File: src/rtl/dino_pkg.sv
// Shared types and constants for the Dino score keeper and its
// seven-segment display driver.
package dino_pkg;

    typedef logic [3:0]      bcd_t;
    typedef logic [3:0][3:0] score_t;

    typedef enum logic [1:0] {D0, D1, D2, D3} scan_state_e;

    // Active-low glyphs, bit order g..a
    localparam logic [6:0] SEG_DIGIT [0:9] = '{
        7'h40, 7'h79, 7'h24, 7'h30, 7'h19,
        7'h12, 7'h02, 7'h78, 7'h00, 7'h10
    };
    localparam logic [6:0] SEG_BLANK = 7'h7F;

    localparam int DEF_CLK_HZ   = 50_000_000;
    localparam int DEF_TICK_DIV = 5_000_000;
    localparam int DEF_SCAN_DIV = 50_000;

    function automatic logic [6:0] seg_glyph(input bcd_t d);
        logic [6:0] g;
        g = SEG_BLANK;
        if (d <= 4'd9) begin
            g = SEG_DIGIT[d];
        end
        return g;
    endfunction

endpackage

File: src/rtl/score_display_if.sv
// Game-state inputs and display pins of the score keeper, grouped so the
// game logic and the driver connect through one bundle.
interface score_display_if;

    logic       run;
    logic       game_over;
    logic       restart;
    logic       show_hi;
    logic [7:0] seg;
    logic [3:0] an;
    logic       dp;

    modport master (
        output run, game_over, restart, show_hi,
        input  seg, an, dp
    );

    modport slave (
        input  run, game_over, restart, show_hi,
        output seg, an, dp
    );

endinterface

File: src/rtl/bcd_counter4.sv
// Four-digit BCD score register: ripple-carry increment that sticks at 9999,
// with a synchronous clear that wins over the increment.
module bcd_counter4
    import dino_pkg::*;
(
    input  logic   clk,
    input  logic   rst_n,
    input  logic   clr_i,
    input  logic   inc_i,
    output score_t value_o,
    output logic   max_o
);

    score_t value_q;
    score_t value_d;
    logic   carry;

    assign max_o   = (value_q == 16'h9999);
    assign value_o = value_q;

    always_comb begin
        value_d = value_q;
        carry   = 1'b1;
        if (clr_i) begin
            value_d = '0;
        end else if (inc_i && !max_o) begin
            for (int i = 0; i < 4; i++) begin
                if (carry) begin
                    if (value_q[i] == 4'd9) begin
                        value_d[i] = 4'd0;
                    end else begin
                        value_d[i] = value_q[i] + 4'd1;
                        carry      = 1'b0;
                    end
                end
            end
        end
    end

    always_ff @(posedge clk or negedge rst_n) begin
        if (!rst_n) begin
            value_q <= '0;
        end else begin
            value_q <= value_d;
        end
    end

endmodule

File: src/rtl/score_display.sv
// Dino score keeper: tick divider, live/high score, and a multiplexed
// 4-digit seven-segment driver with leading-zero blanking.
module score_display
    import dino_pkg::*;
#(
    parameter int CLK_HZ   = DEF_CLK_HZ,
    parameter int TICK_DIV = DEF_TICK_DIV,
    parameter int SCAN_DIV = DEF_SCAN_DIV
) (
    input  logic            clk,
    input  logic            clr,
    score_display_if.slave  bus
);

    // Tick counter is wide enough for any divider up to one second of clocks
    localparam int TW = $clog2((TICK_DIV > CLK_HZ ? TICK_DIV : CLK_HZ) + 1);
    localparam int SW = $clog2(SCAN_DIV > 1 ? SCAN_DIV : 2);
    localparam logic [TW-1:0] TICK_LAST = TW'(TICK_DIV - 1);
    localparam logic [SW-1:0] SCAN_LAST = SW'(SCAN_DIV - 1);

    logic [TW-1:0] tcnt_q, tcnt_d;
    logic          cnt_en;
    logic          tick;
    score_t        score;
    logic          score_max;

    logic          go_q;
    logic          rise_q;
    score_t        snap_q;
    score_t        hi_q;

    scan_state_e   idx_q;
    logic [SW-1:0] scnt_q;
    logic [7:0]    seg_q;
    logic [3:0]    an_q;
    logic          dp_q;

    score_t        disp;
    bcd_t          digit;
    logic          blank;
    logic [6:0]    glyph;
    logic [3:0]    an_d;

    assign cnt_en = bus.run & ~bus.game_over;
    assign tick   = cnt_en & (tcnt_q == TICK_LAST);

    always_comb begin
        tcnt_d = tcnt_q;
        if (bus.restart) begin
            tcnt_d = '0;
        end else if (cnt_en) begin
            tcnt_d = tick ? '0 : tcnt_q + TW'(1);
        end
    end

    always_ff @(posedge clk or negedge clr) begin
        if (!clr) begin
            tcnt_q <= '0;
        end else begin
            tcnt_q <= tcnt_d;
        end
    end

    bcd_counter4 u_score (
        .clk     (clk),
        .rst_n   (clr),
        .clr_i   (bus.restart),
        .inc_i   (tick & ~score_max),
        .value_o (score),
        .max_o   (score_max)
    );

    // Score is snapshotted on the edge that sees game_over rise, so a
    // simultaneous restart cannot rob the high score of the final value.
    always_ff @(posedge clk or negedge clr) begin
        if (!clr) begin
            go_q   <= 1'b0;
            rise_q <= 1'b0;
            snap_q <= '0;
            hi_q   <= '0;
        end else begin
            go_q   <= bus.game_over;
            rise_q <= bus.game_over & ~go_q;
            snap_q <= score;
            if (rise_q && (snap_q > hi_q)) begin
                hi_q <= snap_q;
            end
        end
    end

    always_comb begin
        disp  = bus.show_hi ? hi_q : score;
        digit = disp[idx_q];
        blank = 1'b0;
        unique case (idx_q)
            D0: blank = 1'b0;
            D1: blank = (disp[3] == 4'd0) && (disp[2] == 4'd0) && (disp[1] == 4'd0);
            D2: blank = (disp[3] == 4'd0) && (disp[2] == 4'd0);
            D3: blank = (disp[3] == 4'd0);
        endcase
        glyph = blank ? SEG_BLANK : seg_glyph(digit);
        an_d  = ~(4'b0001 << idx_q);
    end

    // Digit-scan FSM; the pins are registered here from the current index
    always_ff @(posedge clk or negedge clr) begin
        if (!clr) begin
            scnt_q <= '0;
            idx_q  <= D0;
            seg_q  <= 8'hFF;
            an_q   <= 4'hF;
            dp_q   <= 1'b1;
        end else begin
            if (scnt_q == SCAN_LAST) begin
                scnt_q <= '0;
                unique case (idx_q)
                    D0: idx_q <= D1;
                    D1: idx_q <= D2;
                    D2: idx_q <= D3;
                    D3: idx_q <= D0;
                endcase
            end else begin
                scnt_q <= scnt_q + SW'(1);
            end
            an_q  <= an_d;
            seg_q <= {~bus.show_hi, glyph};
            dp_q  <= ~bus.show_hi;
        end
    end

    assign bus.seg = seg_q;
    assign bus.an  = an_q;
    assign bus.dp  = dp_q;

endmodule

File: src/flat_wrapper.sv
// flat-port wrapper written by rule: the top's interface ports become plain ports
module score_display_flat import dino_pkg::*;
#(
    parameter int CLK_HZ   = DEF_CLK_HZ,
    parameter int TICK_DIV = DEF_TICK_DIV,
    parameter int SCAN_DIV = DEF_SCAN_DIV
)
  (clk, clr, bus_run, bus_game_over, bus_restart, bus_show_hi, bus_seg, bus_an, bus_dp);
  score_display_if bus_i ();
  input  logic clk;
  input  logic clr;
  input wire logic [$bits(bus_i.run)-1:0] bus_run;
  input wire logic [$bits(bus_i.game_over)-1:0] bus_game_over;
  input wire logic [$bits(bus_i.restart)-1:0] bus_restart;
  input wire logic [$bits(bus_i.show_hi)-1:0] bus_show_hi;
  output wire logic [$bits(bus_i.seg)-1:0] bus_seg;
  output wire logic [$bits(bus_i.an)-1:0] bus_an;
  output wire logic [$bits(bus_i.dp)-1:0] bus_dp;
  assign bus_i.run = bus_run;
  assign bus_i.game_over = bus_game_over;
  assign bus_i.restart = bus_restart;
  assign bus_i.show_hi = bus_show_hi;
  assign bus_seg = bus_i.seg;
  assign bus_an = bus_i.an;
  assign bus_dp = bus_i.dp;
  score_display #(.CLK_HZ(CLK_HZ), .TICK_DIV(TICK_DIV), .SCAN_DIV(SCAN_DIV)) u_core (.clk(clk), .clr(clr), .bus(bus_i));
endmodule
File: config.mk
export PLATFORM = sky130hd
export DESIGN_NAME = score_display_flat
export DESIGN_NICKNAME = d
export VERILOG_FILES = /design/src/rtl/dino_pkg.sv /design/src/rtl/score_display_if.sv /design/src/rtl/bcd_counter4.sv /design/src/rtl/score_display.sv /design/src/flat_wrapper.sv
export SDC_FILE = /design/constraint.sdc
export NUM_CORES = 1
export LEC_CHECK = 0
export CORE_UTILIZATION = 55
export DETAILED_ROUTE_END_ITERATION = 8
export GPL_TIMING_DRIVEN = 1
export PLACE_DENSITY = 0.78
export SLEW_MARGIN = 20
export SYNTH_ARGS = -nofsm -noshare
export SYNTH_HDL_FRONTEND = slang
export SYNTH_SLANG_ARGS = --single-unit
File: constraint.sdc
create_clock -name clk -period 2.2 [get_ports clk]
set_input_delay 0.33 -clock clk [delete_from_list [all_inputs] [get_ports clk]]
set_output_delay 0.33 -clock clk [all_outputs]
set_load 0.05 [all_outputs]
# ---- Word-level counts from Yosys, hierarchy flattened
# Memories as Yosys holds them, arrays and structs flattened.
# Cells that the tools add are included.
dict set report totals {
  regBits 107
  mem_bits_ro 112
  out_inout_bits 13
  wordCells 102
  memories 1
}
# memory words word_bits rd rd_ports_with_merged_regs wr line
set mem_list {}
lappend mem_list {{(name not given)} 16 7 1 0 0 dino_pkg.sv:25} ;# g = SEG_DIGIT[d];
dict set report classes {
  n_addsub 6
  n_lt_le_gt_ge 4
  eq_ne 10
  shift 1
  mux 33
  bitwise_logic 10
  n_reduce_logical 17
}
# cell n
set op_table {}
lappend op_table {{$mux W26} 3}
lappend op_table {{$mux W16} 4}
lappend op_table {{$eq A16 B16 Y1 const B} 2}
lappend op_table {{$mux W4} 8}
lappend op_table {{$mux W7} 4}
lappend op_table {{$add A26 B1 Y26 const B} 1}
lappend op_table {{$eq A26 B23 Y1 const B} 1}
lappend op_table {{$add A16 B1 Y16 const B} 1}
lappend op_table {{$add A4 B1 Y4 const B} 4}
lappend op_table {{$eq A4 B4 Y1 const B} 4}
lappend op_table {{$gt A16 B16 Y1} 1}
lappend op_table {{$logic_not A4 Y1} 3}
lappend op_table {{$mux W1} 11}
lappend op_table {{$reduce_bool A2 Y1} 5}
lappend op_table {{$bmux W4 S2} 1}
lappend op_table {{$pmux W2 S4} 1}
lappend op_table {{$reduce_and A2 Y1} 3}
lappend op_table {{$ge A5 B5 Y1 const B} 1}
lappend op_table {{$not A4 Y5} 1}
lappend op_table {{$and A1 B1 Y1} 4}
lappend op_table {{$eq A2 B2 Y1 const B} 2}
lappend op_table {{$le A4 B4 Y1 const B} 1}
lappend op_table {{$logic_and A1 B1 Y1} 4}
lappend op_table {{$not A1 Y1} 4}
lappend op_table {{other kinds (7)} 7}

# ---- Longest topological paths before layout
dict set report logic_depth {
  ltp_word 16
  ltp_mapped 9
}

# ---- Hierarchy
# A second synthesis with hierarchy kept.
dict set report hier_totals {
  cells_unflattened 545
  hier_area_um2 5773.0
}
# mod instances cells_per_inst area_each_um2
set modules_own_cells {}
lappend modules_own_cells {score_display 1 443 4808.4}
lappend modules_own_cells {bcd_counter4 1 102 964.7}

# ---- Worst setup path after synthesis
# OpenSTA, ideal clock, no wires.
dict set report synth_timing {
  path_kind {register to register}
  from {reg u_core.hi_q[15] (netlist bit)}
  to {reg u_core.hi_q[0] (netlist bit)}
  arrival_ns 2.202
  t_required_ns 2.075
  setup_slack_ns -0.126
  path_stages_with_launch 9
  path_buffers 1
  synth_period_minus_slack_ns 2.326
  cell_sequence {dfrtp_1 > inv_1 > ha_1 > nand4_1 > or3_1 > a21o_1 > a31oi_2 > buf_6 > mux2_2}
}
dict set report synth_via {
  elab_chain_len 2
}
# item line
set synth_lines {}
lappend synth_lines {{start: declaration} score_display.sv:30} ;# score_t hi_q;
lappend synth_lines {{start signal: assignment} score_display.sv:86} ;# hi_q <= snap_q;
lappend synth_lines {{$gt A16 B16 Y1} score_display.sv:85} ;# if (rise_q && (snap_q > hi_q)) begin
lappend synth_lines {{$logic_and A1 B1 Y1} score_display.sv:85}
# Every way passes these cells.
# A chain may end at the register's enable or synchronous reset.

# ---- Worst setup path after layout
dict set report layout_timing {
  from {reg u_core.snap_q[13] (netlist bit)}
  to {reg u_core.hi_q[14] (netlist bit)}
}
dict set report layout_via {
  elab_chain_len 2
}
# item line
set layout_lines {}
lappend layout_lines {{start: declaration} score_display.sv:29} ;# score_t snap_q;
lappend layout_lines {{start signal: assignment} score_display.sv:84} ;# snap_q <= score;
lappend layout_lines {{$gt A16 B16 Y1} score_display.sv:85}
lappend layout_lines {{$logic_and A1 B1 Y1} score_display.sv:85}
# Every way passes these cells.

==> flow_metrics.py <==
metrics = {
    "run_status": {
        "run_status": "complete, but fails checks",
        "violations": "negative hold slack, negative setup slack",
    },
    "logic_synthesis": {
        "synth_top_area_frac": 0.423,
        "synth_seq_cells": 106,
        "yosysTopAreaCell": "dfrtp_1",
        "synth-warning-count": 0,
        "synthTopCellsByCount": "dfrtp_1 (94), nor2_1 (45), nand2_1 (39)",
        "synth_edf_count": 0,
        "ys_top_cells_by_area": "dfrtp_1 (42%), ha_1 (8.1%), dfstp_2 (5.7%), xor2_1 (3.9%), mux2_2 (3.6%)",
        "synth_cells": 523,
        "ys_seq_area_frac": 0.480,
        "syn_area_per_cell_um2": 10.6,
        "synthArstFlopShare": 1.00,
        "synthFlopType": "dfrtp_1",
        "netlist_area_um2": 5560,
        "yosysUniqueCellTypes": 52,
        "syn_nets": 565,
        "synth.most_common_cell": "dfrtp_1",
    },
    "worst_setup_path": {
        "required_ns": 2.46,
        "worstSetupStartpoint": "u_core.snap_q[13]",
        "critical_path_arrival_ns": 2.68,
        "critPathKind": "reg -> reg",
        "critPathMaxFanout": 10,
        "r2r-start": "u_core.snap_q[13]",
        "worstSetupStartpointType": "flip-flop",
        "endpoint_kind": "flip-flop",
    },
    "clock_network": {
        "path_clk_slew_ns": 0.09,
        "root_buffer": "clkbuf_8",
        "cts_tree": "built",
        "cts_buffer_depth": 2,
        "clock_latency_ns": 0.37,
        "cts_buffers": 9,
        "clock-sinks": 106,
        "h-tree-depth": 3,
    },
    "placed_design": {
        "post-dp-hpwl_um": 8840,
        "pre_cts_ws_ns": -0.437,
        "placedCellCount": 737,
        "place_congestion": 0.888,
        "io_buffers": 18,
    },
    "cells_and_area": {
        "instances_no_fill": 754,
        "layout.nets": 658,
        "area.growth.synth_to_final_pct": 22.6,
        "final_util": 0.698,
        "antennaDiodeCount": 0,
        "drive_above_1_share": 0.264,
    },
    "detailed_routing": {
        "drt_first_pass_iters": 5,
        "routed_wl_um": 12100,
        "vias": 4307,
        "wl_per_cell_um": 16.1,
        "avgViaCountPerCell": 5.71,
        "drc": 0,
        "drt_iter0_drc": 211,
        "ant_nets": 0,
    },
    "timing": {
        "tightestPinTransition_ns": 0.711,
        "worst_slack_ns": -0.217,
        "setup_violations": 16,
        "finClkSkew_ns": 0.0177,
        "maxSlewViolCount": 0,
        "hold_viol": 12,
        "maxSlewHeadroom": 0.525,
        "fin_crit_ns": 2.42,
        "rsz0062_at_grt": "yes",
        "whs_ns": -0.0127,
        "max_freq_mhz": 414,
        "finalCritPeriodShare": 1.10,
    },
    "global_route": {
        "grt_pass1_wl_um": 19900,
        "grt_max_degree": 52,
        "track_usage": 0.248,
        "overflow": 0,
        "grt_pass1_vias": 4143,
        "antenna_found_initial": 0,
    },
    "floorplan": {
        "start_util": 0.569,
        "rows": 36,
        "die_h_um": 103,
        "core-area_um2": 9770,
        "dieArea_um2": 10500,
        "fp.dieW_um": 103,
        "io_pins": 19,
    },
    "min_path": {
        "hold_class": "in -> async",
    },
    "job": {
        "maxCapViolations": 0,
    },
    "power_and_ir_drop": {
        "power.density_nw_per_um2": 476,
        "ir_drop_v": 0.000280,
        "total_power_uw": 3240,
        "p_leak_uw": 0.00315,
    },
}
cells by family (layout without fill, tap and decap cells):
| kind of cell | after synthesis | count (layout) | share of synthesized area |
|---|---|---|---|
| buffers and inverters | 52 | 150 | 0.0396 |
| AND/OR/NAND/NOR | 196 | 196 | 0.192 |
| XOR/XNOR | 32 | 32 | 0.0504 |
| multiplexers | 31 | 31 | 0.0785 |
| AO/OA/AOI/OAI | 70 | 70 | 0.0794 |
| flip-flops | 106 | 106 | 0.480 |
| adder cells (fa/ha/maj) | 36 | 36 | 0.0810 |
critical path, stage by stage, from the launching register on:
cell and delay [ns]:
dfrtp_1 0.43, ha_4 0.29, nand4_1 0.23, or3_1 0.45, a21o_1 0.20, a31oi_4 0.19
buf_12 0.18, mux2_2 0.34
cell usage in the layout, fill, tap and decap left out, drive strengths merged, types with 17 or more instances in the layout:
cell / netlist / final
a21oi: 21 / 21
dfrtp: 94 / 94
buf: 9 / 82
inv: 34 / 37
nand2: 39 / 39
ha: 36 / 36
o21ai: 17 / 17
nor2: 45 / 45
nand4: 24 / 24
mux2: 18 / 18
xor2: 25 / 25
nand3: 20 / 20
clkdlybuf4s50: 0 / 17
worst paths after layout:
path | to | slack (ns) | depth (start not counted)
worst max register to register | u_core.hi_q[14] | -0.22 | 7
worst min register to register | u_core.rise_q | 0.40 | 1
worst min-delay path | u_core.hi_q[6] | -0.01 | 1
min in group clk | u_core.rise_q | 0.40 | 1
max in group asynchronous | u_core.bus.an[0] | 1.54 | 2
worst max-delay path | u_core.hi_q[14] | -0.22 | 7
layout make-up:
| type | instances | area [um^2] |
|---|---|---|
| fill | 701 | 2960 |
| multi-input combinational | 365 | 2820 |
| sequential | 106 | 2670 |
| timing repair buffer | 99 | 843 |
| clock buffer | 13 | 170 |
| tap | 133 | 166 |
| inverter | 35 | 131 |
| clock inverter | 3 | 18.8 |
flip-flops by register name, summed over array words and instances, names as in the netlist:
signal,cells
u_core.bus.an,4
u_core.snap_q,16
u_core.hi_q,16
u_core.go_q,1
u_core.idx_q,2
u_core.bus.dp,1
u_core.bus.seg,7
u_core.tcnt_q,26
u_core.scnt_q,16
u_core.u_score.value_o,16
u_core.rise_q,1
routing by layer:
metal / global-route usage / routed length [um] / up-vias
met4: 0.0912 / 278 / 0
met1: 0.307 / 5070 / 2116
met3: 0.0515 / 513 / 28
li1: - / - / 2052
met5: 0 / 0 / -
met2: 0.428 / 6260 / 111
report_power, final:
part           switching, uW  internal [uW]  leakage, uW
combinational           86.7           45.4      0.00163
clock                    640            516     0.000100
sequential              2.20           1950      0.00142
stage by stage:
| step | TNS [ns] | cell area, um^2 |
|---|---|---|
| 2_1_floorplan | -0.280 | 5580 |
| 3_3_place_gp | -7.67 | 6500 |
| 3_5_place_dp | -9.79 | 6500 |
| 4_1_cts | -2.41 | 6740 |
| 5_1_grt | -4.28 | 6820 |
| 6_report | -3.04 | 6820 |
what timing repair did:
item                       in CTS  in global routing
setup endpoints to repair      26                 31
hold endpoints to repair        0                  0
resized for setup              14                 17
cloned                          0                  0
setup buffers                   0                  1
pin swaps                       1                  6
hold buffers                    0                  0
Power figures use the tool's default switching activity.
